<file path="src/rtl/phyq_tx_arb_pkg.sv">
// Shared types and constants for the tx PHY queue arbiter.
// Holds the FSM encoding and the 9-bit queue word layout.
// No logic here; imported by the arbiter and its sub-module.
package phyq_tx_arb_pkg;

  // Arbiter states: wait for a request, skip filler, move a frame,
  // discard the tail of an over-long frame, then pad with gap words.
  typedef enum logic [2:0] {
    ST_IDLE  = 3'd0,
    ST_HUNT  = 3'd1,
    ST_XFER  = 3'd2,
    ST_DRAIN = 3'd3,
    ST_GAP   = 3'd4
  } state_e;

  // Queue word: bit 8 marks a frame byte, bits 7:0 carry the byte.
  localparam int          WORD_W          = 9;
  localparam int          FRAME_VALID_BIT = 8;
  localparam logic [8:0]  GAP_WORD        = 9'h000;

  // Width of the frame length counter (MAX_LEN tops out at 2047).
  localparam int          LEN_W           = 11;
  // Width of the owed gap-word counter (GAP tops out at 15).
  localparam int          GAP_W           = 4;

  // One-hot grant vector for a port index.
  function automatic logic [1:0] port_onehot(input logic port);
    return port ? 2'b10 : 2'b01;
  endfunction

endpackage

</file>
<file path="src/rtl/phyq_rr_pick.sv">
// Two-requester round-robin selector producing a one-hot grant.
// Purely combinational, zero latency.
// No backpressure; grant is 00 when nothing requests.
module phyq_rr_pick
  import phyq_tx_arb_pkg::*;
(
  input  logic [1:0] req_i,
  input  logic       rr_i,
  output logic [1:0] grant_o
);

  // A lone requester always wins; on a tie the rr port wins.
  always_comb begin
    grant_o = 2'b00;
    case (req_i)
      2'b01:   grant_o = 2'b01;
      2'b10:   grant_o = 2'b10;
      2'b11:   grant_o = port_onehot(rr_i);
      default: grant_o = 2'b00;
    endcase
  end

endmodule

</file>
<file path="src/rtl/phyq_tx_arb.sv">
// Frame-level round-robin arbiter from two FWFT producer queues into the tx PHY queue.
// 2 cycles of arbitration (IDLE, HUNT) before the first byte, then 1 word per cycle.
// Stalls on phy_full or an empty source; pops and writes are combinational from state.
module phyq_tx_arb
  import phyq_tx_arb_pkg::*;
#(
  parameter int GAP     = 8,
  parameter int MAX_LEN = 1536
) (
  input  logic        pcie_clk,
  input  logic        sys_rst_n,
  input  logic [8:0]  s0_dout,
  input  logic        s0_empty,
  output logic        s0_rd_en,
  input  logic [8:0]  s1_dout,
  input  logic        s1_empty,
  output logic        s1_rd_en,
  output logic [8:0]  phy_din,
  input  logic        phy_full,
  output logic        phy_wr_en,
  output logic [1:0]  grant,
  output logic [15:0] frm_cnt0,
  output logic [15:0] frm_cnt1,
  output logic [7:0]  trunc_cnt
);

  state_e             state_q, state_d;
  logic [1:0]         grant_q, grant_d;
  logic               rr_q, rr_d;
  logic [LEN_W-1:0]   len_q, len_d;
  logic [GAP_W-1:0]   gap_q, gap_d;
  logic [15:0]        frm0_q, frm0_d;
  logic [15:0]        frm1_q, frm1_d;
  logic [7:0]         trunc_q, trunc_d;

  logic [1:0]         req;
  logic [1:0]         pick;
  logic               sel;
  logic [WORD_W-1:0]  src_dout;
  logic               src_empty;
  logic               pop;
  logic               wr;
  logic [WORD_W-1:0]  din;
  logic               frm_inc;

  assign req       = {~s1_empty, ~s0_empty};
  // The owning port index; only meaningful while grant_q is non-zero.
  assign sel       = grant_q[1];
  assign src_dout  = sel ? s1_dout : s0_dout;
  assign src_empty = sel ? s1_empty : s0_empty;

  phyq_rr_pick u_pick (
    .req_i   (req),
    .rr_i    (rr_q),
    .grant_o (pick)
  );

  // Next-state, pop/write strobes and counter updates for the frame mover.
  always_comb begin
    state_d = state_q;
    grant_d = grant_q;
    rr_d    = rr_q;
    len_d   = len_q;
    gap_d   = gap_q;
    frm0_d  = frm0_q;
    frm1_d  = frm1_q;
    trunc_d = trunc_q;
    pop     = 1'b0;
    wr      = 1'b0;
    din     = GAP_WORD;
    frm_inc = 1'b0;

    case (state_q)
      ST_IDLE: begin
        if (|req) begin
          grant_d = pick;
          state_d = ST_HUNT;
        end
      end

      // Skip filler ahead of the frame; an empty source forfeits the grant.
      ST_HUNT: begin
        if (src_empty) begin
          state_d = ST_IDLE;
          grant_d = 2'b00;
          rr_d    = ~sel;
        end else if (!src_dout[FRAME_VALID_BIT]) begin
          pop = 1'b1;
        end else begin
          state_d = ST_XFER;
          len_d   = '0;
        end
      end

      ST_XFER: begin
        if (!src_empty && !phy_full) begin
          pop = 1'b1;
          wr  = 1'b1;
          din = src_dout;
          if (src_dout[FRAME_VALID_BIT]) begin
            len_d = len_q + 1'b1;
            if (len_q == LEN_W'(MAX_LEN - 1)) begin
              // Over-long frame: cut it here and throw the rest away.
              frm_inc = 1'b1;
              trunc_d = (trunc_q == 8'hFF) ? trunc_q : trunc_q + 1'b1;
              state_d = ST_DRAIN;
            end
          end else begin
            // The delimiter itself goes out as the first gap word.
            frm_inc = 1'b1;
            if (GAP == 1) begin
              state_d = ST_IDLE;
              grant_d = 2'b00;
              rr_d    = ~sel;
            end else begin
              state_d = ST_GAP;
              gap_d   = GAP_W'(GAP - 1);
            end
          end
        end
      end

      // Discard the truncated tail; the PHY side is untouched so phy_full is irrelevant.
      ST_DRAIN: begin
        if (!src_empty) begin
          pop = 1'b1;
          if (!src_dout[FRAME_VALID_BIT]) begin
            state_d = ST_GAP;
            gap_d   = GAP_W'(GAP);
          end
        end
      end

      ST_GAP: begin
        if (!phy_full) begin
          wr    = 1'b1;
          din   = GAP_WORD;
          gap_d = gap_q - 1'b1;
          if (gap_q == GAP_W'(1)) begin
            state_d = ST_IDLE;
            grant_d = 2'b00;
            rr_d    = ~sel;
          end
        end
      end

      default: begin
        state_d = ST_IDLE;
        grant_d = 2'b00;
      end
    endcase

    if (frm_inc) begin
      if (sel) frm1_d = frm1_q + 1'b1;
      else     frm0_d = frm0_q + 1'b1;
    end
  end

  // State and counter registers with synchronous active-low reset.
  always_ff @(posedge pcie_clk) begin
    if (!sys_rst_n) begin
      state_q <= ST_IDLE;
      grant_q <= 2'b00;
      rr_q    <= 1'b0;
      len_q   <= '0;
      gap_q   <= '0;
      frm0_q  <= '0;
      frm1_q  <= '0;
      trunc_q <= '0;
    end else begin
      state_q <= state_d;
      grant_q <= grant_d;
      rr_q    <= rr_d;
      len_q   <= len_d;
      gap_q   <= gap_d;
      frm0_q  <= frm0_d;
      frm1_q  <= frm1_d;
      trunc_q <= trunc_d;
    end
  end

  // Strobes are held off during reset so a reset cycle never moves a word.
  assign s0_rd_en  = pop & grant_q[0] & sys_rst_n;
  assign s1_rd_en  = pop & grant_q[1] & sys_rst_n;
  assign phy_wr_en = wr & sys_rst_n;
  assign phy_din   = phy_wr_en ? din : GAP_WORD;

  assign grant     = grant_q;
  assign frm_cnt0  = frm0_q;
  assign frm_cnt1  = frm1_q;
  assign trunc_cnt = trunc_q;

endmodule

</file>
<file path="config.mk">
export PLATFORM = sky130hd
export DESIGN_NAME = phyq_tx_arb
export DESIGN_NICKNAME = d
export VERILOG_FILES = /design/src/rtl/phyq_tx_arb_pkg.sv /design/src/rtl/phyq_rr_pick.sv /design/src/rtl/phyq_tx_arb.sv
export SDC_FILE = /design/constraint.sdc
export NUM_CORES = 1
export LEC_CHECK = 0
export ABC_AREA = 1
export CORE_MARGIN = 2
export CORE_UTILIZATION = 55
export DETAILED_ROUTE_END_ITERATION = 7
export PLACE_DENSITY = 0.84
export RECOVER_POWER = 100
export SLEW_MARGIN = 20
export SYNTH_ARGS = -nofsm -noshare
export SYNTH_HDL_FRONTEND = slang
export SYNTH_SLANG_ARGS = --single-unit
export TNS_END_PERCENT = 1
</file>
<file path="constraint.sdc">
create_clock -name pcie_clk -period 4.6 [get_ports pcie_clk]
set_input_delay 0.92 -clock pcie_clk [delete_from_list [all_inputs] [get_ports pcie_clk]]
set_output_delay 0.92 -clock pcie_clk [all_outputs]
set_load 0.02 [all_outputs]
</file>
# Word level (Yosys, flattened, before mapping)
# Index checks and enable logic that the tools add are counted.
[classes]
addsub = 5
n_eq_ne = 23
muxes = 49
bitwise_logic = 10
reduce_logical = 17
[op_table]
columns = ["cell", "count"]
rows = [
  ["11-bit two-way mux", 4],
  ["9-bit two-way mux", 4],
  ["16-bit by 1-bit adder with 16-bit output, second input constant", 2],
  ["3-bit two-way mux", 10],
  ["2-bit != test, second input constant", 11],
  ["11-bit case mux with 2 select lines", 1],
  ["4-bit two-way mux", 5],
  ["3-bit case mux with 5 select lines", 1],
  ["5-bit AND reduction", 3],
  ["1-bit two-way mux", 13],
  ["4-bit case mux with 3 select lines", 1],
  ["11-bit by 1-bit adder with 11-bit output, second input constant", 1],
  ["11-bit == test, second input constant", 1],
  ["2-bit two-way mux", 5],
  ["8-bit by 1-bit adder with 8-bit output, second input constant", 1],
  ["8-bit == test, second input constant", 1],
  ["2-bit case mux with 4 select lines", 1],
  ["8-bit AND reduction", 1],
  ["3-bit by 2-bit == test with 1-bit output, second input constant", 2],
  ["3-bit != test, second input constant", 2],
  ["2-bit case mux with 3 select lines", 1],
  ["6-bit AND reduction", 1],
  ["1-bit bitwise AND", 5],
  ["1-bit inverter", 5],
  ["other kinds (16)", 22],
]
[word_totals]
reg_bits = 61
in_bits = 23
out_inout_bits = 54

# Logic depth before layout (Yosys ltp)
[logic_depth]
word_depth = 7
ltp_mapped = 11
ltp_nobuf = 11

# By module
# Synthesis repeated with hierarchy kept, for this count alone.
[unflattened]
cells_unflattened = 610
area_unflattened_um2 = 3779.9
[by_module_without_submodules]
columns = ["module", "instances", "cells_each", "area_each_um2", "seq_area_each_um2"]
rows = [
  ["phyq_tx_arb", 1, 605, 3759.9, 1221.2],
  ["phyq_rr_pick", 1, 5, 20.0, 0.0],
]

# Least setup slack after synthesis
# Ideal clock, no wire load.
[synth_path]
kind = "input-to-output"
start = "in s1_empty"
end = "out s1_rd_en"
arrival_time_ns = 1.971
required_time_ns = 3.680
slack_ns = 1.709
cell_stages = 9
path_buffers = 0
path_cell_list = "inv_1 -> nand2_1 -> nand2_2 -> nand2_1 -> nor2_1 -> inv_1 -> nand2_1 -> inv_1 -> nor3_1"
[synth_via]
elab_chain_len = 7
elab_cells_between_ends = 9
classes_between = "5 x mux; 2 x bitwise; 2 x reduce/logical"
[synth_lines]
columns = ["item", "line", "source"]
rows = [
  ["start, declared", "phyq_tx_arb.sv:16", "input logic s1_empty,"],
  ["1-bit two-way mux (*)", "phyq_tx_arb.sv:50", "assign src_empty = sel ? s1_empty : s0_empty;"],
  ["1-bit zero test", "-", ""],
  ["1-bit logical AND", "phyq_tx_arb.sv:96", "if (!src_empty && !phy_full) begin"],
  ["1-bit two-way mux", "phyq_tx_arb.sv:96", ""],
  ["1-bit case mux with 3 select lines (*)", "phyq_tx_arb.sv:73", "case (state_q)"],
  ["1-bit bitwise AND (*) (2 in a row)", "phyq_tx_arb.sv:184", "assign s1_rd_en = pop & grant_q[1] & sys_rst_n;"],
  ["end, declared", "phyq_tx_arb.sv:17", "output logic s1_rd_en,"],
]
# Every way passes the cells marked *; elsewhere a longest branch is shown, timed or not.

# Worst setup path after layout
[layout_path]
start = "in s1_empty"
end = "out phy_din[5]"
[layout_via]
elab_chain_len = 7
elab_cells_between_ends = 9
classes_between = "6 x mux; 1 x bitwise; 2 x reduce/logical"
[layout_lines]
columns = ["item", "line", "source"]
rows = [
  ["1-bit two-way mux (*)", "phyq_tx_arb.sv:50", ""],
  ["1-bit zero test (*)", "-", ""],
  ["1-bit logical AND (*)", "phyq_tx_arb.sv:96", ""],
  ["1-bit two-way mux", "phyq_tx_arb.sv:96", ""],
  ["1-bit case mux with 2 select lines", "phyq_tx_arb.sv:73", ""],
  ["1-bit bitwise AND", "phyq_tx_arb.sv:185", "assign phy_wr_en = wr & sys_rst_n;"],
  ["9-bit two-way mux (*)", "phyq_tx_arb.sv:186", "assign phy_din = phy_wr_en ? din : GAP_WORD;"],
  ["end, declared", "phyq_tx_arb.sv:18", "output logic [8:0] phy_din,"],
]
# Marked as above.

==> results.json <==
{
  "status": "completed",
  "final_area_mm2": 0.00487,
  "cp-start-kind": "primary input",
  "cts_root_buffer": "clkbuf_8",
  "htree_num_levels": 3,
  "reg2reg_from": "grant[1]",
  "synth_top_area_share_pct": 31.5,
  "ir_drop_uv": 263,
  "grt_start_max_net_pins": 50,
  "io_pins": 77,
  "place_area_mm2": 0.00469,
  "cts.path.max_buffers": 2,
  "combPwrFrac_pct": 26.3,
  "path_cells": "dlygate4sd3_1 > inv_1 > nand2_1 > nand2_1 > nand4_1 > a21oi_1 > dlygate4sd3_1",
  "synthTopCellsByArea": "dfxtp_1 31%, nand2_1 19%, nor2_1 7.4%",
  "synth.avg_cell_area_um2": 6.39,
  "powerDensity_mw_per_mm2": 345,
  "start_util_pct": 57.1,
  "syn_nets": 636,
  "rsz0062_at_grt": "false",
  "drv_slew": 0,
  "antenna_cells": 0,
  "ys_seq_elements": 61,
  "p_switching_uw": 558,
  "maxCapViolations": 0,
  "crit_type": "in2out",
  "cts_resized": 0,
  "synthesis.area_mm2": 0.00388,
  "routed_via_density": 5.28,
  "register_area_mm2": 0.00122,
  "reg2reg_to": "frm_cnt1[9]",
  "hold_start": "frm_cnt0[13]",
  "firstDrtPassIters": 5,
  "period_needed_ns": 4.06,
  "slowest_stage": "dlygate4sd3_1",
  "grt_pass1_vias": 3665,
  "cts_setup_buffers": 0,
  "max_freq_mhz": 246,
  "path_max_fanout": 9,
  "power.total_uw": 1680,
  "cpPeakStageDelay_ns": 0.69,
  "numPortBuffers": 76,
  "drt_iter0_drc": 217,
  "final_antenna_net_count": 0,
  "worstPathRequired_ns": 3.68,
  "antenna_found_initial": 0,
  "clk_pin_slew_ns": 0.07,
  "cts_hold_buf": 0,
  "setup_slack_ns": 0.536,
  "cts_made_buffers": 9,
  "p_int_uw": 1120,
  "synth.largest_area_cell": "dfxtp_1",
  "grt_pass1_wl_um": 16400,
  "hp-class": "reg2reg",
  "final_nets": 710,
  "cts_tree": "yes",
  "critical-path-top-delay-family": "buffers and inverters",
  "yosys_warnings": 0,
  "dp.cells": 766,
  "worst-path-buf-inv": 3,
  "wire_per_inst_um": 12.7,
  "clock_latency_ns": 0.34,
  "min_to": "frm_cnt0[13]",
  "p_leak_uw": 0.00200,
  "coreArea_mm2": 0.00679,
  "gp_congestion": 0.914,
  "whs_path_depth": 2,
  "cp-end-kind": "primary output",
  "setup_viol": 0,
  "slew_headroom_pct": 48.9,
  "hold_violations": 0,
  "die_h_um": 88.0,
  "stdcell_count": 782,
  "crit_arrival_ns": 3.14,
  "finClkSkew_ns": 0.0115,
  "pwr-share-seq_pct": 36.0,
  "post-route-period-util_pct": 88.4,
  "yosysSeqAreaShare_pct": 31.5,
  "dp_slack_ns": 0.799,
  "multi_input_area_mm2": 0.00227,
  "dieArea_mm2": 0.00774,
  "fillers": 591,
  "r2r_cells": 9,
  "drive_above_1_share_pct": 5.54,
  "routed-via-count": 4128,
  "worstMarginPinSlew_ns": 0.762,
  "dp_hpwl_um": 7110,
  "pwr-share-clk_pct": 37.7,
  "switching_share_pct": 33.2,
  "syn_inst": 607,
  "yosysUniqueCellTypes": 32,
  "area_delta_synth_final_pct": 25.4,
  "setup_tns_ns": 0,
  "drc": 0,
  "overflow": 0,
  "track_usage_pct": 26.2,
  "wl_um": 9910,
  "die_w_um": 88.0,
  "rows": 30,
  "cts_sinks": 61,
  "rrSetupSlack_ns": 1.07
}
-- cell usage after synthesis (all sizes together) --
master / instances
nand3: 36
nor2: 79
dfxtp: 61
xor2: 24
inv: 54
buf: 7
nor3b: 1
a21oi: 65
ha: 6
o211ai: 1
nand3b: 2
nand2: 206
nor3: 10
and3: 1
clkbuf: 8
nand4: 20
o21ai: 16
xnor2: 7
clkinv: 3
-- power by group through the flow --
stage	clock network (uW)	registers, uW	logic [uW]
finish	634	606	442
global route	663	611	493
CTS	642	607	454
detailed placement	0	619	451
global placement	0	617	446
floorplan	0	609	335
-- cell usage in the layout, fill, tap and decap left out, types with 2 or more instances in the layout --
cell             Yosys  final
nor3_1               9     10
buf_4                0      2
nand2_1            192    194
xor2_1              24     24
nand4_1             20     20
nand3_1             33     35
inv_1               51     52
nor2_1              76     77
xnor2_1              7      7
clkbuf_8             0      9
dlygate4sd3_1        0     55
a21oi_2             10      2
clkinvlp_2           0      2
nand3b_1             2      2
o21ai_0             16     16
bufinv_16            0      4
clkdlybuf4s50_1      0     21
ha_1                 6      6
dfxtp_1             61     61
inv_2                3      2
nand2_2             12     11
a21oi_1             55     63
-- metrics by stage --
stage / hold WS [ns] / util, %
global route: 0.511 / 71.6
CTS: 0.484 / 72.9
global placement: 0.469 / 69.0
floorplan: 0.452 / -
detailed placement: 0.473 / 69.0
finish: 0.483 / 71.6
-- registers in the layout (all words and copies together), names as in the netlist --
name       count
grant          2
frm_cnt1      16
state_q        3
frm_cnt0      16
len_q         11
trunc_cnt      8
rr_q           1
gap_q          4
-- cells by family after synthesis --
kind of cell | synth area share (%)
flip-flops | 31.5
adder cells (fa/ha/maj) | 1.93
buffers and inverters | 7.80
AO/OA/AOI/OAI | 11.6
AND/OR/NAND/NOR | 40.2
XOR/XNOR | 7.00
-- worst max path at each step --
stage / slack, ns / cells past startpoint / to / startpoint
finish: 0.54 / 7 / phy_din[5] / s1_empty
CTS: 0.80 / 7 / phy_din[5] / s1_empty
global route: 0.35 / 7 / phy_din[4] / s1_empty
global placement: 0.85 / 11 / s1_rd_en / s1_dout[8]
floorplan: 1.71 / 9 / s1_rd_en / s1_empty
detailed placement: 0.80 / 11 / s1_rd_en / s1_dout[8]
-- per-layer routing --
layer  GRT usage [%]  vias to the layer above  share of wire, %
li1                -                     2100                 -
met1            33.7                     1888                44
met2            44.1                      123                49
met3            4.62                       17               4.8
met4            9.65                        0               1.5
met5               0                        -                 0
-- worst min-delay path: stages, from the launching register on --
cell	delay [ns]
dfxtp_1	0.32
nand2_1	0.06
a21oi_1	0.05
-- final cells by class --
| class | count | share of cell area, % |
|---|---|---|
| sequential | 61 | 25.1 |
| tap | 96 | 2.47 |
| inverter | 57 | 4.45 |
| timing repair buffer | 78 | 15.9 |
| clock inverter | 6 | 2.75 |
| multi-input combinational | 474 | 46.7 |
| clock buffer | 10 | 2.62 |
Power figures use the tool's default switching activity.
